$ cat config.mk
export PLATFORM = sky130hd
export DESIGN_NAME = serial_tx_fifo
export DESIGN_NICKNAME = d
export VERILOG_FILES = /design/src/rtl/serial_tx_fifo.sv
export SDC_FILE = /design/constraint.sdc
export NUM_CORES = 1
export LEC_CHECK = 0
export BUFFER_PORTS_ARGS = -buffer_cell sky130_fd_sc_hd__buf_2
export CAP_MARGIN = 20
export CORE_ASPECT_RATIO = 0.75
export CORE_MARGIN = 2
export CORE_UTILIZATION = 45
export CTS_BUF_LIST = sky130_fd_sc_hd__clkbuf_2
export DETAILED_ROUTE_END_ITERATION = 10
export PLACE_DENSITY = 0.74
export SLEW_MARGIN = 20
export SYNTH_ARGS = -nofsm -noshare
export SYNTH_HDL_FRONTEND = slang
export SYNTH_SLANG_ARGS = --single-unit
$ cat constraint.sdc
create_clock -name clk -period 3.1 [get_ports clk]
set_clock_uncertainty 0.2 [all_clocks]
set_input_delay 0.62 -clock clk [delete_from_list [all_inputs] [get_ports clk]]
set_output_delay 0.62 -clock clk [all_outputs]
set_load 0.02 [all_outputs]
$ cat src/rtl/serial_tx_fifo.sv
`default_nettype none
// ============================================================================
//  Module   : serial_tx_fifo
//  Purpose  : Byte buffer and send sequencer in front of serial_write (UART
//             TX). Words from the USB3300 receive parser are pushed at clk
//             rate into a circular FIFO. One send_data pulse is issued per
//             word, only while serial_write reports no transmission (TiP
//             low). A word leaves the FIFO only after serial_write
//             acknowledges it by raising TiP. A missed acknowledge causes a
//             retry, so the word is never lost.
//  Ports    : clk        in   reference clock (serial_write domain)
//             rstn       in   asynchronous active-low reset
//             wr_data    in   word from parser
//             wr_en      in   push wr_data this cycle
//             full       out  FIFO holds 2**ADDR_W words
//             empty      out  FIFO holds no words
//             level      out  occupancy, 0..2**ADDR_W
//             overflow   out  sticky, push attempted while full
//             tx_data    out  registered word/character to serial_write
//             send_data  out  one-cycle start pulse to serial_write
//             TiP        in   transmission-in-progress from serial_write
//  Options  : SERIAL_TX_FIFO_HEX_EN - when defined, each word is sent as
//             ASCII hex characters (uppercase), most-significant nibble
//             first. N_BITS must be a multiple of 4.
//  Revision : 1.0  initial release
// ============================================================================
module serial_tx_fifo #(
    parameter int N_BITS  = 8,
    parameter int ADDR_W  = 4,
    parameter int BUSY_TO = 4
) (
    input  logic              clk,
    input  logic              rstn,
    input  logic [N_BITS-1:0] wr_data,
    input  logic              wr_en,
    output logic              full,
    output logic              empty,
    output logic [ADDR_W:0]   level,
    output logic              overflow,
    output logic [N_BITS-1:0] tx_data,
    output logic              send_data,
    input  logic              TiP
);

    localparam int DEPTH = 1 << ADDR_W;
    localparam int PTR_W = ADDR_W + 1;
    localparam int CNT_W = (BUSY_TO > 1) ? $clog2(BUSY_TO) : 1;

    // Pointers that differ only in the wrap bit mean the FIFO is full.
    localparam logic [PTR_W-1:0] PTR_MSB = {1'b1, {ADDR_W{1'b0}}};
    localparam logic [CNT_W-1:0] TO_LAST = CNT_W'(BUSY_TO - 1);

    typedef enum logic [1:0] {
        S_IDLE      = 2'd0,
        S_ISSUE     = 2'd1,
        S_WAIT_BUSY = 2'd2,
        S_WAIT_DONE = 2'd3
    } state_t;

    // ------------------------------------------------------------------
    // Storage and pointers
    // ------------------------------------------------------------------
    logic [N_BITS-1:0] mem_q [DEPTH];
    logic [PTR_W-1:0]  wr_ptr_q;
    logic [PTR_W-1:0]  wr_ptr_d;
    logic [PTR_W-1:0]  rd_ptr_q;
    logic [PTR_W-1:0]  rd_ptr_d;
    logic              overflow_q;
    logic              overflow_d;

    logic              w_full;
    logic              w_empty;
    logic              w_push;
    logic              w_pop;
    logic              w_last;
    logic [N_BITS-1:0] w_rd_word;
    logic [N_BITS-1:0] w_tx_next;

    state_t            state_q;
    logic [CNT_W-1:0]  to_cnt_q;
    logic [N_BITS-1:0] tx_data_q;
    logic              send_q;

    assign w_full  = ((wr_ptr_q ^ rd_ptr_q) == PTR_MSB);
    assign w_empty = (wr_ptr_q == rd_ptr_q);

    // Full is evaluated on the current pointers, so a push into a full FIFO
    // is rejected even when a pop happens in the same cycle.
    assign w_push  = wr_en & ~w_full;

    // The word is retired only on the serial_write acknowledge of its last
    // character; a retry never advances the read pointer.
    assign w_pop   = (state_q == S_WAIT_BUSY) & TiP & w_last;

    assign w_rd_word = mem_q[rd_ptr_q[ADDR_W-1:0]];

    always_comb begin
        wr_ptr_d   = wr_ptr_q;
        rd_ptr_d   = rd_ptr_q;
        overflow_d = overflow_q;
        if (w_push) begin
            wr_ptr_d = wr_ptr_q + PTR_W'(1);
        end
        if (wr_en && w_full) begin
            overflow_d = 1'b1;
        end
        if (w_pop) begin
            rd_ptr_d = rd_ptr_q + PTR_W'(1);
        end
    end

    always_ff @(posedge clk or negedge rstn) begin
        if (!rstn) begin
            wr_ptr_q   <= '0;
            rd_ptr_q   <= '0;
            overflow_q <= 1'b0;
        end else begin
            wr_ptr_q   <= wr_ptr_d;
            rd_ptr_q   <= rd_ptr_d;
            overflow_q <= overflow_d;
        end
    end

    // Storage needs no reset: only locations between the pointers are read.
    always_ff @(posedge clk) begin
        if (w_push) begin
            mem_q[wr_ptr_q[ADDR_W-1:0]] <= wr_data;
        end
    end

    // ------------------------------------------------------------------
    // Outgoing character selection
    // ------------------------------------------------------------------
`ifdef SERIAL_TX_FIFO_HEX_EN
    localparam int NIB_N = N_BITS / 4;
    localparam int NIB_W = (NIB_N > 1) ? $clog2(NIB_N) : 1;
    localparam logic [NIB_W-1:0] NIB_LAST = NIB_W'(NIB_N - 1);

    // Index of the nibble being sent; 0 is the most-significant nibble.
    logic [NIB_W-1:0] nib_q;
    logic [3:0]       w_nib;
    logic [7:0]       w_char;

    assign w_last = (nib_q == NIB_LAST);

    always_comb begin
        w_nib = 4'h0;
        for (int i = 0; i < NIB_N; i++) begin
            if (nib_q == NIB_W'(NIB_N - 1 - i)) begin
                w_nib = w_rd_word[4*i +: 4];
            end
        end
        // '0'..'9' then 'A'..'F'; 'A' - 10 = 0x37.
        if (w_nib < 4'd10) begin
            w_char = 8'h30 + {4'h0, w_nib};
        end else begin
            w_char = 8'h37 + {4'h0, w_nib};
        end
    end

    generate
        if (N_BITS == 8) begin : g_char_eq
            assign w_tx_next = w_char;
        end else if (N_BITS > 8) begin : g_char_wide
            assign w_tx_next = {{(N_BITS-8){1'b0}}, w_char};
        end else begin : g_char_narrow
            assign w_tx_next = w_char[N_BITS-1:0];
        end
    endgenerate
`else
    // Raw mode: every word is its own single character.
    assign w_last    = 1'b1;
    assign w_tx_next = w_rd_word;
`endif

    // ------------------------------------------------------------------
    // Send sequencer
    // ------------------------------------------------------------------
    always_ff @(posedge clk or negedge rstn) begin
        if (!rstn) begin
            state_q   <= S_IDLE;
            to_cnt_q  <= '0;
            tx_data_q <= '0;
            send_q    <= 1'b0;
`ifdef SERIAL_TX_FIFO_HEX_EN
            nib_q     <= '0;
`endif
        end else begin
            case (state_q)
                S_IDLE: begin
                    // Only start while the serializer is quiet.
                    if (!w_empty && !TiP) begin
                        tx_data_q <= w_tx_next;
                        send_q    <= 1'b1;
                        state_q   <= S_ISSUE;
                    end
                end
                S_ISSUE: begin
                    send_q   <= 1'b0;
                    to_cnt_q <= '0;
                    state_q  <= S_WAIT_BUSY;
                end
                S_WAIT_BUSY: begin
                    if (TiP) begin
                        state_q <= S_WAIT_DONE;
`ifdef SERIAL_TX_FIFO_HEX_EN
                        if (w_last) begin
                            nib_q <= '0;
                        end else begin
                            nib_q <= nib_q + NIB_W'(1);
                        end
`endif
                    end else if (to_cnt_q == TO_LAST) begin
                        // No acknowledge: go back and resend the same character.
                        state_q <= S_IDLE;
                    end else begin
                        to_cnt_q <= to_cnt_q + CNT_W'(1);
                    end
                end
                S_WAIT_DONE: begin
                    if (!TiP) begin
                        state_q <= S_IDLE;
                    end
                end
                default: begin
                    state_q <= S_IDLE;
                end
            endcase
        end
    end

    assign full      = w_full;
    assign empty     = w_empty;
    assign level     = wr_ptr_q - rd_ptr_q;
    assign overflow  = overflow_q;
    assign tx_data   = tx_data_q;
    assign send_data = send_q;

endmodule
`default_nettype wire

==> qor.yml <==
status: "finished, final reports clean"
kind_of_capture_point_of_the_worst_setup_path: "primary output"
cts_htree_levels: 4
clk_pin_slew_ns: 0.25
clock_latency_ns: 0.71
io_pins: 29
postSynthCellCount: 365
die-height_um: 105
route.detailed.drc: 0
critical_path_arrival_ns: 2.22
antenna_found_initial: 0
floorplan.initialDensity_pct: 46.7
synth.net_count: 388
initialDrtViolationCount: 284
detailroute.via_count: 3398
synth_seq_area_share_pct: 72.1
tritoncts_num_sinks: 152
rsz0062_at_grt: "yes"
coreArea_sq_um: 13200
dieArea_sq_um: 14700
synth_warnings: 0
fin_crit_sh_pct: 98.2
die_width_um: 139
drt_pass1_iterations: 4
grt.overflow.total: 0
synthToLayoutAreaGrowth_pct: 14.6
place.port_buffers: 28
highest_count_cells_in_the_layout_ignoring_fill_and_taps: "128 x sky130_fd_sc_hd__edfxtp_1, 33 x sky130_fd_sc_hd__nor2_1, 33 x sky130_fd_sc_hd__buf_4, 32 x sky130_fd_sc_hd__mux2i_1, 26 x sky130_fd_sc_hd__buf_2"
grt_util_all_layers_pct: 18.4
max_freq_mhz: 328
leading_cell_types_by_total_area_after_synthesis: "sky130_fd_sc_hd__edfxtp_1 62%, sky130_fd_sc_hd__dfrtp_1 9.7%, sky130_fd_sc_hd__mux4_2 5.8%"
dpl_worst_slack_ns: 0.467
static-leakage-power_nw: 2.55
placement_rows: 36
avgRoutedWirePerCell_um: 20.1
grt_max_degree: 37
via_per_inst: 5.47
reg2reg_depth: 6
nets: 459
grt_pass1_wl_um: 19900
first_global_vias: 3453
cp.required_ns: 2.28
final-setup-viol-count: 0
power.density_nw_per_um2: 917
post-route-worst-setup-slack_ns: 0.0553
critical_path_class: "reg2out"
hold_path_class: "in2async"
post-dp-hpwl_um: 8120
place_inst: 568
slew_violations: 0
yosys.cell_types.count: 34
finalWorstPathRequiredPeriod_ns: 3.04
layoutNonFillerInstCount: 621
clock-root-buffer: "sky130_fd_sc_hd__clkbuf_2"
hold_viol: 0
share_of_final_layout_standard_cells_stronger_than_drive_strength_1_pct: 26.9
synth_seq_cells: 152
power.ir.vdd_worst_mv: 1.01
yosys.area.top_type: "sky130_fd_sc_hd__edfxtp_1"
crit_path_start_kind: "flip-flop"
critical_path.max_fanout: 2
synth_area_per_cell_sq_um: 16.9
detail_route.wirelength_um: 12500
slew_headroom_pct: 54.6
layout_commonest_cell: "sky130_fd_sc_hd__edfxtp_1"
cts_buffers: 17
gp_routability_congestion: 0.798
cts_buffer_depth: 2
tritoncts: "yes"
post_synth_instance_area_sq_um: 6160
netlist.area_leader.share_pct: 62.4
tightest_slew_ns: 0.679
antenna_left: 0
nFillCells: 1041
cap_viol_max_count: 0
[synth_stat cells]
| master | n |
|---|---|
| sky130_fd_sc_hd__buf_2 | 6 |
| sky130_fd_sc_hd__clkbuf_1 | 4 |
| sky130_fd_sc_hd__nor3_1 | 4 |
| sky130_fd_sc_hd__mux2i_1 | 32 |
| sky130_fd_sc_hd__a21o_1 | 6 |
| sky130_fd_sc_hd__nand3_1 | 1 |
| sky130_fd_sc_hd__nand2b_1 | 3 |
| sky130_fd_sc_hd__ha_1 | 10 |
| sky130_fd_sc_hd__o22ai_1 | 16 |
| sky130_fd_sc_hd__buf_1 | 1 |
| sky130_fd_sc_hd__a22oi_1 | 8 |
| sky130_fd_sc_hd__and4_1 | 1 |
| sky130_fd_sc_hd__nand3b_1 | 2 |
| sky130_fd_sc_hd__dfrtp_1 | 24 |
| sky130_fd_sc_hd__a2111oi_4 | 1 |
| sky130_fd_sc_hd__nor2_1 | 33 |
| sky130_fd_sc_hd__a31oi_1 | 8 |
| sky130_fd_sc_hd__a21boi_2 | 1 |
| sky130_fd_sc_hd__inv_1 | 10 |
| sky130_fd_sc_hd__a22o_1 | 2 |
| sky130_fd_sc_hd__xor2_1 | 2 |
| sky130_fd_sc_hd__o21ai_0 | 4 |
| sky130_fd_sc_hd__nor4_1 | 1 |
| sky130_fd_sc_hd__fa_1 | 1 |
| sky130_fd_sc_hd__buf_4 | 6 |
| sky130_fd_sc_hd__xnor2_1 | 11 |
| sky130_fd_sc_hd__edfxtp_1 | 128 |
| sky130_fd_sc_hd__buf_6 | 1 |
| sky130_fd_sc_hd__nand2_1 | 12 |
| sky130_fd_sc_hd__a21oi_1 | 3 |
| sky130_fd_sc_hd__mux4_2 | 16 |
| sky130_fd_sc_hd__nor2b_1 | 1 |
| sky130_fd_sc_hd__nand4_1 | 5 |
| sky130_fd_sc_hd__or3b_2 | 1 |
[worst max-delay path, stage by stage, from the launching register on]
cell and delay [ns]:
sky130_fd_sc_hd__dfrtp_2 0.48, sky130_fd_sc_hd__ha_4 0.17, sky130_fd_sc_hd__fa_2 0.34, sky130_fd_sc_hd__inv_2 0.06
sky130_fd_sc_hd__a21o_1 0.11, sky130_fd_sc_hd__a21oi_2 0.06, sky130_fd_sc_hd__xnor2_1 0.15, sky130_fd_sc_hd__buf_4 0.16
[logic make-up after synthesis]
logic type	Yosys count	share of synthesized area, %
adder cells (fa/ha/maj)	11	2.36
multiplexers	48	11.0
AO/OA/AOI/OAI	49	5.62
buffers and inverters	28	2.31
AND/OR/NAND/NOR	64	4.69
flip-flops	152	72.1
XOR/XNOR	13	1.85
[final timing paths]
kind	startpoint	endpoint	slack (ns)
worst max-delay path	rd_ptr_q[0]	level[4]	0.06
worst min-delay path	rstn	tx_data[2]	0.21
worst max register to register	wr_ptr_q[2]	mem_q[0][5]	0.49
worst min register to register	overflow	overflow	0.28
max in group asynchronous	rstn	rd_ptr_q[3]	2.04
min in group clk	overflow	overflow	0.28
[per-stage QoR]
| stage | cell area [sq um] | total power, mW | hold WS [ns] | util [%] | setup TNS, ns |
|---|---|---|---|---|---|
| after floorplan | 6170 | 4.46 | 0.124 | - | -1.03 |
| after global placement | 6590 | 5.09 | 0.234 | 49.9 | 0 |
| after detailed placement | 6590 | 5.16 | 0.241 | 49.9 | 0 |
| after CTS | 6940 | 6.43 | 0.0263 | 52.6 | 0 |
| after global routing | 7060 | 6.89 | 0.176 | 53.5 | -0.229 |
| final | 7060 | 6.48 | 0.209 | 53.5 | 0 |
[area by class of cell]
cell class	instances	area [sq um]	share of cell area, %
diodes	1	2.50	0.0354
clock buffers	17	85.1	1.20
clock inverters	15	184	2.60
inverters	10	37.5	0.531
multi-input cells	185	1600	22.7
flip-flops and latches	152	4450	63.0
well taps	171	214	3.03
repair buffers	70	488	6.91
[per-layer routing]
metal  up-vias  track usage, %  routed length [um]
li1       1568               -                   -
met1      1719            26.9                5870
met2       100            27.7                5750
met3        11            4.50                 797
met4         0            5.41                  93
met5         -               0                   0
[what timing repair did]
item,in CTS,in global routing
hold buffers,3,8
gates cloned,0,0
resized for setup,9,3
pin swaps,1,4
setup endpoints to repair,3,5
hold endpoints to repair,26,40
buffers inserted,4,5
[sequential cells by signal, summed over array words and instances (netlist names)]
| register | cells |
|---|---|
| to_cnt_q | 2 |
| state_q | 2 |
| overflow | 1 |
| mem_q | 128 |
| send_data | 1 |
| rd_ptr_q | 5 |
| wr_ptr_q | 5 |
| tx_data | 8 |
[power by group]
part / internal [mW] / switching, mW
sequential: 2.55 / 0.173
clock: 0.408 / 0.773
combinational: 1.09 / 1.49
No activity file was read; power rests on OpenSTA's default activity.
